`src/rtl/color_sequencer.sv`:
```
// RGB colour sequencer: walks an 8-entry palette in STATIC, CYCLE, BLINK or
// FADE mode, paced by a clock prescaler and a tick-based step counter.
module color_sequencer #(
  parameter int TICK_DIV   = 1000,
  parameter int STEP_TICKS = 50
) (
  input  logic       clk,
  input  logic       rst_n,
  input  logic       enable,
  input  logic       btn_mode,
  input  logic       btn_color,
  output logic [5:0] rgb_pwm,
  output logic [1:0] mode,
  output logic       step_strobe
);

  localparam int PW = (TICK_DIV   > 1) ? $clog2(TICK_DIV)   : 1;
  localparam int SW = (STEP_TICKS > 1) ? $clog2(STEP_TICKS) : 1;
  localparam logic [PW-1:0] PRESC_LAST = PW'(TICK_DIV - 1);
  localparam logic [SW-1:0] STEP_LAST  = SW'(STEP_TICKS - 1);

  typedef enum logic [1:0] {
    MODE_STATIC = 2'b00,
    MODE_CYCLE  = 2'b01,
    MODE_BLINK  = 2'b10,
    MODE_FADE   = 2'b11
  } mode_t;

  mode_t         mode_q, mode_d;
  logic [2:0]    idx_q, idx_d;
  logic [PW-1:0] presc_q, presc_d;
  logic [SW-1:0] step_cnt_q, step_cnt_d;
  logic          phase_on_q, phase_on_d;
  logic [1:0]    lvl_q, lvl_d;
  logic          dir_up_q, dir_up_d;
  logic [5:0]    rgb_q, rgb_d;
  logic          strobe_q, strobe_d;
  logic          tick, step;
  logic [5:0]    pal_next;

  function automatic logic [5:0] palette(input logic [2:0] i);
    case (i)
      3'd0:    palette = 6'b110000;
      3'd1:    palette = 6'b110100;
      3'd2:    palette = 6'b111100;
      3'd3:    palette = 6'b001100;
      3'd4:    palette = 6'b001111;
      3'd5:    palette = 6'b000011;
      3'd6:    palette = 6'b110011;
      default: palette = 6'b111111;
    endcase
  endfunction

  assign tick = enable && (presc_q == PRESC_LAST);
  assign step = tick && (step_cnt_q == STEP_LAST);

  always_ff @(posedge clk or negedge rst_n) begin
    if (!rst_n) begin
      mode_q     <= MODE_STATIC;
      idx_q      <= 3'd0;
      presc_q    <= '0;
      step_cnt_q <= '0;
      phase_on_q <= 1'b1;
      lvl_q      <= 2'd0;
      dir_up_q   <= 1'b1;
      rgb_q      <= 6'b000000;
      strobe_q   <= 1'b0;
    end else begin
      mode_q     <= mode_d;
      idx_q      <= idx_d;
      presc_q    <= presc_d;
      step_cnt_q <= step_cnt_d;
      phase_on_q <= phase_on_d;
      lvl_q      <= lvl_d;
      dir_up_q   <= dir_up_d;
      rgb_q      <= rgb_d;
      strobe_q   <= strobe_d;
    end
  end

  // Priority: disabled, then btn_mode, then btn_color, then the sequence step.
  // Any button cycle clears the pacing state and swallows a coincident step.
  always_comb begin
    mode_d     = mode_q;
    idx_d      = idx_q;
    presc_d    = presc_q;
    step_cnt_d = step_cnt_q;
    phase_on_d = phase_on_q;
    lvl_d      = lvl_q;
    dir_up_d   = dir_up_q;
    strobe_d   = 1'b0;

    if (!enable || btn_mode || btn_color) begin
      presc_d    = '0;
      step_cnt_d = '0;
      phase_on_d = 1'b1;
      lvl_d      = 2'd0;
      dir_up_d   = 1'b1;
      if (enable && btn_mode)
        mode_d = mode_t'(mode_q + 2'd1);
      else if (enable && btn_color)
        idx_d = idx_q + 3'd1;
    end else begin
      presc_d = tick ? '0 : presc_q + PW'(1);
      if (tick)
        step_cnt_d = step ? '0 : step_cnt_q + SW'(1);
      if (step) begin
        strobe_d = 1'b1;
        case (mode_q)
          MODE_CYCLE: idx_d = idx_q + 3'd1;
          MODE_BLINK: phase_on_d = !phase_on_q;
          MODE_FADE: begin
            if (dir_up_q) begin
              lvl_d = lvl_q + 2'd1;
              if (lvl_q == 2'd2)
                dir_up_d = 1'b0;
            end else begin
              lvl_d = lvl_q - 2'd1;
              if (lvl_q == 2'd1) begin
                dir_up_d = 1'b1;
                idx_d    = idx_q + 3'd1;
              end
            end
          end
          default: ;
        endcase
      end
    end
  end

  // The colour word is built from the next state so it lands together with it.
  always_comb begin
    pal_next = palette(idx_d);
    rgb_d    = 6'b000000;
    if (enable) begin
      case (mode_d)
        MODE_BLINK: rgb_d = phase_on_d ? pal_next : 6'b000000;
        MODE_FADE: begin
          rgb_d[5:4] = (pal_next[5:4] != 2'd0) ? lvl_d : 2'd0;
          rgb_d[3:2] = (pal_next[3:2] != 2'd0) ? lvl_d : 2'd0;
          rgb_d[1:0] = (pal_next[1:0] != 2'd0) ? lvl_d : 2'd0;
        end
        default: rgb_d = pal_next;
      endcase
    end
  end

  assign rgb_pwm     = rgb_q;
  assign mode        = mode_q;
  assign step_strobe = strobe_q;

endmodule

```
`config.mk`:
```
export PLATFORM = sky130hd
export DESIGN_NAME = color_sequencer
export DESIGN_NICKNAME = d
export VERILOG_FILES = /design/src/rtl/color_sequencer.sv
export SDC_FILE = /design/constraint.sdc
export NUM_CORES = 1
export LEC_CHECK = 0
export CAP_MARGIN = 20
export CORE_MARGIN = 3
export CORE_UTILIZATION = 48
export CTS_CLUSTER_SIZE = 25
export DETAILED_ROUTE_END_ITERATION = 8
export PLACE_DENSITY_LB_ADDON = 0.05
export SYNTH_ARGS = -nofsm -noshare
export SYNTH_HDL_FRONTEND = slang
export SYNTH_SLANG_ARGS = --single-unit
```
`constraint.sdc`:
```
create_clock -name clk -period 2.9 [get_ports clk]
set_clock_uncertainty 0.05 [all_clocks]
set_input_delay 0.58 -clock clk [delete_from_list [all_inputs] [get_ports clk]]
set_output_delay 0.58 -clock clk [all_outputs]
set_load 0.03 [all_outputs]
```
==> results of run 1 <==
-- worst paths after layout --
path                         endpoint       start  depth (start not counted)  slack (ns)
max                        rgb_pwm[2]      enable                          7        0.29
min                        presc_q[0]  presc_q[0]                          1        0.46
max reg2reg                rgb_pwm[2]  presc_q[0]                          7        0.36
min reg2reg                presc_q[0]  presc_q[0]                          1        0.46
max in group asynchronous    dir_up_q       rst_n                          2        1.82
min in group asynchronous  presc_q[0]       rst_n                          2        0.65
-- power groups by stage --
stage                     combinational (mW)  clock, mW  sequential (mW)
after floorplan                        0.221          0            0.634
after global placement                 0.490          0            0.553
after detailed placement               0.492          0            0.551
after CTS                              0.496      0.380            0.544
after global routing                   0.547      0.408            0.553
final                                  0.492      0.377            0.545
-- cell families (layout without fill, tap and decap cells) --
family	count (synthesis)	in the layout	synth area share [%]
compound gates	34	34	14.0
xor+xnor	15	15	7.23
fa+ha+maj	10	10	6.89
buf+inv	14	41	3.31
flops	32	32	44.2
mux	1	1	0.551
simple gates	75	75	23.8
-- cells in the mapped netlist (2+ instances only) --
master    instances  area [um^2]
a211oi_1          4         30.0
a21oi_1           8         40.0
and3_1            3         18.8
clkbuf_1          3         11.3
dfrtp_1          30          751
dfstp_2           2         52.6
ha_1             10          125
inv_1            10         37.5
nand2_1          11         41.3
nand2b_1          2         12.5
nand3_1           9         45.0
nand4_1           3         18.8
nand4b_1          4         35.0
nor2_1           21         78.8
nor2b_1           3         18.8
o21ai_0           5         25.0
o21ai_1           4         20.0
o21ai_2           2         17.5
or3b_1            3         26.3
xnor2_1           4         35.0
xor2_1           11         96.3
-- worst max-delay path: stages --
cell and delay [ns]:
clkdlybuf4s50_1 0.50, nand3b_1 0.11, or4_1 0.67, a21o_1 0.24, a31oi_4 0.27, xor2_1 0.13, a211oi_1 0.25
-- sequential cells by signal, summed over array words and instances, names as in the netlist --
register     flops
mode             2
phase_on_q       1
step_cnt_q       6
rgb_pwm          6
lvl_q            2
presc_q         10
idx_q            3
step_strobe      1
dir_up_q         1
-- stage by stage --
step	setup slack, ns	std cells
2_1_floorplan	0.665	181
3_3_place_gp	0.0978	246
3_5_place_dp	0.0173	246
4_1_cts	0.296	254
5_1_grt	0.209	254
6_report	0.293	254
-- per-layer routing --
metal  vias up  track usage [%]
met5         -                0
met1       657             27.4
met4         0             5.06
met2        19             29.5
li1        688                -
met3         2             3.99
-- final cells by class --
cell class / instances / area, um^2
Fill cell: 300 / 1340
Multi-Input combinational cell: 135 / 953
Sequential cell: 32 / 803
Timing Repair Buffer: 23 / 205
Clock buffer: 8 / 100
Tap cell: 46 / 57.6
Inverter: 10 / 37.5
==> metrics.txt, run 1 <==
status complete, no violations; Die Wd roughly 68 um; unrepaired setup endpoints after global routing false; Max VDD drop about 0.32 mV; FFs w/ async S/R, synth between 90% and 100%; Core Area ~3500 um^2; most used flip-flop cell after synthesis dfrtp_1; CP Data Required Time a little over 3 ns; initial antenna violation count 0; CP max FO 6; Tot GR Track Use 19.2%; clock sink count 32; Hold Vio Cnt, Final 0; H-tree levels 2; Power per Cell Area between 600 and 700 nW/um^2; Cells after Synth ~180; Root Driver clkbuf_8; number of synthesized register bits 32; via/cell ratio between 5 and 6; Final Critical Period roughly 2.6 ns; hold_buf cts 0; met2 WL post-DR around 1600 um; Clk pwr share between 20% and 30%; Final setup viols 0; Vias roughly 1,400; global-route wire length before repair 6550 um; global route overflow 0; synthesized net count 196; P_sw 495 uW; synthesis-to-finish area growth 18.7%; Die Y ~68 um; die area about 4600 um^2; Synth cell types 50; fin. max-slew vios 0; post-synthesis sequential area ratio between 40% and 50%; hold crit path type flop to flop; crit path launch type input pin; Crit. End Element flop; Total Routed Length ~3700 um; met3 WL around 110 um; WHS roughly 0.46 ns; share of layout cells above drive strength 1 a little over an eighth; switch share a little over a third; Top Metal Used met4; HPWL Detailed 2710 um; Yosys warnings 0; # port buffers 13; # IOs 14; cell area after synthesis roughly 1800 um^2; Worst slew margin about 60%; Comb pwr share around a third; Post-CTS Setup Bufs 0; Tot Pwr ~1.4 mW; Crit Path Category input pin to flop; Detailed Routing Iterations Pass 1 4; Post-Syn Area per Cell roughly 10 um^2; vias in the first global route about 1,400; fin util roughly 60%; sequential power share 38.5%; EDFF count, synth 0; CTS Buf Count 5; setup tns final 0 ns; pin count of the biggest net entering global routing 33; Worst EP arrival between 2 and 3 ns; clk_lat worst skew between 0.2 and 0.3 ns; WL met1 just under 2000 um; placed cell areas between 2000 and 2500 um^2; drt initial violations 67; Period Utilization, post-route roughly nine tenths; GP Congestion 0.808; fmax roughly 0.38 GHz; most common cell after layout, fill and taps aside dfrtp_1; effective utilization at floorplan about 52%; Slew @ Worst Pin roughly 0.6 ns; CTS Buffer Depth 2; max-cap viol count 0; post-CTS resize count 0; CTS tree done; Nets about 220; Wirelength per Cell 14.5 um; design area around 2200 um^2; DRC Markers 0; total internal power roughly 920 uW; Pleak 0.893 nW; clock slew at reported path FFs ~0.070 ns; # diodes 0; antenna-violating nets left 0; most frequent cells in the layout 30 x dfrtp_1, 21 x nor2_1, 13 x clkdlybuf4s50_1; row count 21
Power figures use the tool's default switching activity.
==> run 2, diff against run 1 <==
- DONT_BUFFER_PORTS: unset -> 1
==> run 2 against run 1 <==
  * Flip-flop and latch count stayed put
  * Non-clock buffer count is 19 lower
  * First-iteration DRC count is 12% higher
  * Critical path type is now flop to flop
  * Highest routed layer unchanged
==> metrics.txt, run 2 (same netlist as run 1, synthesis figures left out) <==
CP max stage cell or4_1; initial antenna violation count 0; HPWL Detailed 2640 um; Hold Vio Cnt, Final 0; final worst slack 0.305 ns; Largest register FFs 10; global route overflow 0; effective utilization at floorplan roughly 52%; Worst slew margin 60.6%; design area around 2000 um^2; total internal power between 800 and 900 uW; share of layout cells above drive strength 1 between 10% and 20%; CP bufs+invs 0; sequential power share between 40% and 50%; CP Depth 7; via/cell ratio 5.69; Crit Path Category flop to flop; setup tns final 0 ns; largest reg by FF count presc_q; crit path launch type flop; # IOs 14; DRC Markers 0; synthesis-to-finish area growth 10.4%; Wirelength per Cell 15.3 um; H-tree levels 2; fin. max-slew vios 0; most common cell after layout, fill and taps aside dfrtp_1; # port buffers 0; clock sink count 32; row count 21; CP Data Required Time roughly 3.0 ns; max-cap viol count 0; Vias 1,336; Worst EP arrival between 2 and 3 ns; drt initial violations between 70 and 80; P_sw 488 uW; CTS Buf Count 5; post-CTS resize count 0; fin util approximately 57%; Clk pwr share approximately 30%; Worst Reg-to-Reg Cells 7; placed cell areas 1870 um^2; CP max FO 10; Comb pwr share between 20% and 30%; Total Routed Length between 3000 and 4000 um; Max VDD drop approximately 0.47 mV; die area approximately 4600 um^2; Die Wd slightly below 70 um; GP Congestion 0.899; Root Driver clkbuf_8; clock slew at reported path FFs approximately 0.07 ns; hold crit path type input pin to async pin; global-route wire length before repair ~6200 um; Final Critical Period roughly 2.6 ns; dpl ws around 0.33 ns; Power per Cell Area around 680 nW/um^2; crit-path cells ha_1 -> nand4b_1 -> or4_1 -> a21o_1 -> a31oi_4 -> xor2_1 -> a211oi_1; Tot GR Track Use 18.4%; CTS Buffer Depth 2; Detailed Routing Iterations Pass 1 4; status complete, no violations; clk_lat worst skew 0.28 ns; Die Y 67.5 um; Period Utilization, post-route roughly nine tenths; Core Area about 3500 um^2; fmax 0.385 GHz; Post-CTS Setup Bufs 0; Nets roughly 200; switch share between 30% and 40%; Pleak between 0.8 and 0.9 nW; # diodes 0; CTS tree done; pin count of the biggest net entering global routing 31; vias in the first global route roughly 1,300; Slew @ Worst Pin 0.584 ns; Final setup viols 0; Top Family by Delay on Critical Path simple AND/OR/NAND/NOR gates; antenna-violating nets left 0; Crit. End Element flop; Critical Path Max Stage Delay around 0.77 ns; most frequent cells in the layout 30 x dfrtp_1, 21 x nor2_1, 11 x nand2_1, 11 x xor2_1; unrepaired setup endpoints after global routing false
==> run 2: changes by cell type in the layout (fill, tap and decap cells not counted) <==
| cell | previous run | this run |
|---|---|---|
| clkdlybuf4s50_1 | 13 | 0 |
| buf_4 | 10 | 3 |
| clkbuf_8 | 7 | 5 |
| buf_12 | 0 | 1 |
| bufinv_16 | 0 | 1 |
| clkbuf_1 | 1 | 0 |
| clkinv_2 | 0 | 1 |
| clkinvlp_4 | 0 | 1 |
==> run 2: repair_timing <==
action,4_1_cts,5_1_grt
hold buffers,1,0
setup endpoints to repair,0,0
hold endpoints to repair,30,0
==> run 2: area by class of cell <==
cell class | instances | area, um^2
Timing Repair Buffer | 4 | 42.5
Fill cell | 311 | 1490
Clock buffer | 5 | 68.8
Tap cell | 46 | 57.6
Inverter | 10 | 37.5
Multi-Input combinational cell | 135 | 953
Clock inverter | 3 | 42.5
Sequential cell | 32 | 803
==> run 2: through the flow <==
step | power [mW] | cells | hold WS, ns
finish | 1.37 | 235 | 0.0694
floorplan | 0.855 | 181 | 0.234
global route | 1.45 | 235 | 0.0633
detailed placement | 0.954 | 226 | 0.235
global placement | 0.943 | 226 | 0.235
CTS | 1.38 | 235 | 0.0657
==> run 2: per-layer routing <==
metal  routed length, um  up-vias  global-route usage (%)  part of all wire, %
met4                  23        0                    6.08                 0.64
met1                1770      647                    24.8                   49
met5                   0        -                       0                    0
met2                1620       37                    28.6                   45
met3                 180        2                    4.99                  5.0
li1                    -      650                       -                    -
==> run 2: worst reg2reg max path, delay by kind of cell, from the launching register on <==
kind,cells,cell delay (ns)
AOI/OAI and AO/OA,3,0.78
adders and majority gates,1,0.23
DFF,1,0.39
xor gates and xnor gates,1,0.12
and+or+nand+nor,2,0.93
==> run 2: path summary, 6_finish.rpt <==
check                             end        from  slack (ns)
max in group asynchronous     mode[0]       rst_n        2.57
min in group clk           presc_q[0]  presc_q[0]        0.45
setup reg to reg           rgb_pwm[3]  presc_q[0]        0.30
hold / removal             presc_q[6]       rst_n        0.07
setup / recovery           rgb_pwm[3]  presc_q[0]        0.30
hold reg to reg            presc_q[0]  presc_q[0]        0.45
==> run 2: power by group through the flow <==
| stage | logic (mW) | registers, mW | clock network [mW] |
|---|---|---|---|
| 3_5_place_dp | 0.323 | 0.631 | 0 |
| 6_report | 0.336 | 0.621 | 0.413 |
| 4_1_cts | 0.335 | 0.622 | 0.426 |
| 3_3_place_gp | 0.315 | 0.627 | 0 |
| 5_1_grt | 0.374 | 0.632 | 0.446 |
| 2_1_floorplan | 0.221 | 0.634 | 0 |
==> run 3, diff against run 2 <==
- PLACE_DENSITY: unset -> 0.61
- PLACE_DENSITY_LB_ADDON: 0.05 -> unset
==> run 3 against run 2 <==
  * Sequential share of layout area rose by 0.15 points
  * Non-clock buffer count shrank 1
  * Largest cell class unchanged
  * Hold slack worse by 0.012 ns
  * Highest routed layer unchanged
==> metrics.txt, run 3 (same netlist as run 1, synthesis figures left out) <==
status complete, no violations; pin count of the biggest net entering global routing 31; Final Critical Period ~2.6 ns; Worst slew margin between 50% and 60%; CP max FO 10; Tot GR Track Use between 10% and 20%; Nets 202; Core Area 3490 um^2; most common cell after layout, fill and taps aside dfrtp_1; DRC Markers 0; Post-CTS Setup Bufs 0; dpl ws about 0.32 ns; # port buffers 0; Crit Path Category flop to flop; Largest register FFs 10; post-CTS resize count 0; Total Routed Length approximately 3700 um; Pleak 0.821 nW; fin. max-slew vios 0; HPWL Detailed 2630 um; Worst Reg-to-Reg Cells 7; vias in the first global route between 1,000 and 1,500; CTS Buf Count 5; Top Metal Used met4; worst r2r dst rgb_pwm[4]; Crit. End Element flop; Power per Cell Area 690 nW/um^2; worst r2r src presc_q[0]; Root Driver clkbuf_8; drt initial violations 90; CTS Buffer Depth 2; Wirelength per Cell 15.7 um; final worst slack about 0.32 ns; WHS ~0.058 ns; global-route wire length before repair between 6000 and 7000 um; global route overflow 0; Max VDD drop between 0.6 and 0.7 mV; H-tree levels 2; Slew @ Worst Pin between 0.6 and 0.7 ns; CTS tree done; met3 WL ~180 um; CP Data Required Time around 3 ns; clk_lat worst skew 0.28 ns; hold_buf cts 1; hold crit path type input pin to async pin; clock slew at reported path FFs ~0.07 ns; Die Wd 67.5 um; effective utilization at floorplan roughly half; Die Y roughly 68 um; Worst EP arrival between 2 and 3 ns; # diodes 0; share of layout cells above drive strength 1 a little under an eighth; Hold Vio Cnt, Final 0; unrepaired setup endpoints after global routing false; Final setup viols 0; met2 WL post-DR between 1500 and 2000 um; Period Utilization, post-route approximately 90%; clock sink count 32; initial antenna violation count 0; crit path launch type flop; setup tns final 0 ns; antenna-violating nets left 0; GP Congestion around 0.89; fmax 0.388 GHz; max-cap viol count 0; Tot Pwr roughly 1.4 mW; via/cell ratio between 5 and 6; # IOs 14; Detailed Routing Iterations Pass 1 4; fin util between 50% and 60%; Vias 1,338; WL met1 1790 um; R2R setup slack ~0.32 ns; row count 21; synthesis-to-finish area growth 9.99%; die area about 4600 um^2; most frequent cells in the layout 30 x dfrtp_1, 21 x nor2_1, 11 x nand2_1, 11 x xor2_1; largest reg by FF count presc_q
-- run 3: critical path: stages (launching register included) --
cell,delay (ns)
dfrtp_1,0.39
ha_1,0.22
nand4b_1,0.14
or4_1,0.74
o21ai_1,0.25
a31oi_2,0.20
nor2b_1,0.19
a211oi_1,0.27
-- run 3: worst max-delay path by stage --
stage	start	to	slack [ns]
2_1_floorplan	presc_q[0]	rgb_pwm[2]	0.67
5_1_grt	presc_q[0]	rgb_pwm[2]	0.17
3_5_place_dp	presc_q[0]	rgb_pwm[4]	0.32
4_1_cts	presc_q[0]	rgb_pwm[4]	0.30
6_report	presc_q[0]	rgb_pwm[4]	0.32
3_3_place_gp	presc_q[0]	rgb_pwm[3]	0.48
-- run 3: stage by stage --
stage	cells	area [um^2]
2_1_floorplan	181	1820
4_1_cts	234	2000
5_1_grt	234	2000
6_report	234	2000
3_3_place_gp	225	1870
3_5_place_dp	225	1870
-- run 3: where the power goes --
group	total, mW	internal [mW]	leakage (nW)	switching, mW
registers	0.641	0.500	0.423	0.141
clock network	0.423	0.254	0.0541	0.169
logic	0.314	0.119	0.343	0.195
total	1.38	0.873	0.821	0.506
-- run 3: layout make-up --
type	count	area (um^2)
fillers	289	1500
well taps	46	57.6
clock buffers	5	68.8
clock inverters	3	42.5
inverters	10	37.5
flip-flops and latches	32	803
multi-input cells	135	953
repair buffers	3	35.0
-- run 3: metal layers --
metal | vias to the layer above | global-route usage, %
li1 | 648 | -
met1 | 651 | 25.4
met2 | 34 | 28.7
met3 | 5 | 5.32
met4 | 0 | 6.08
met5 | - | 0
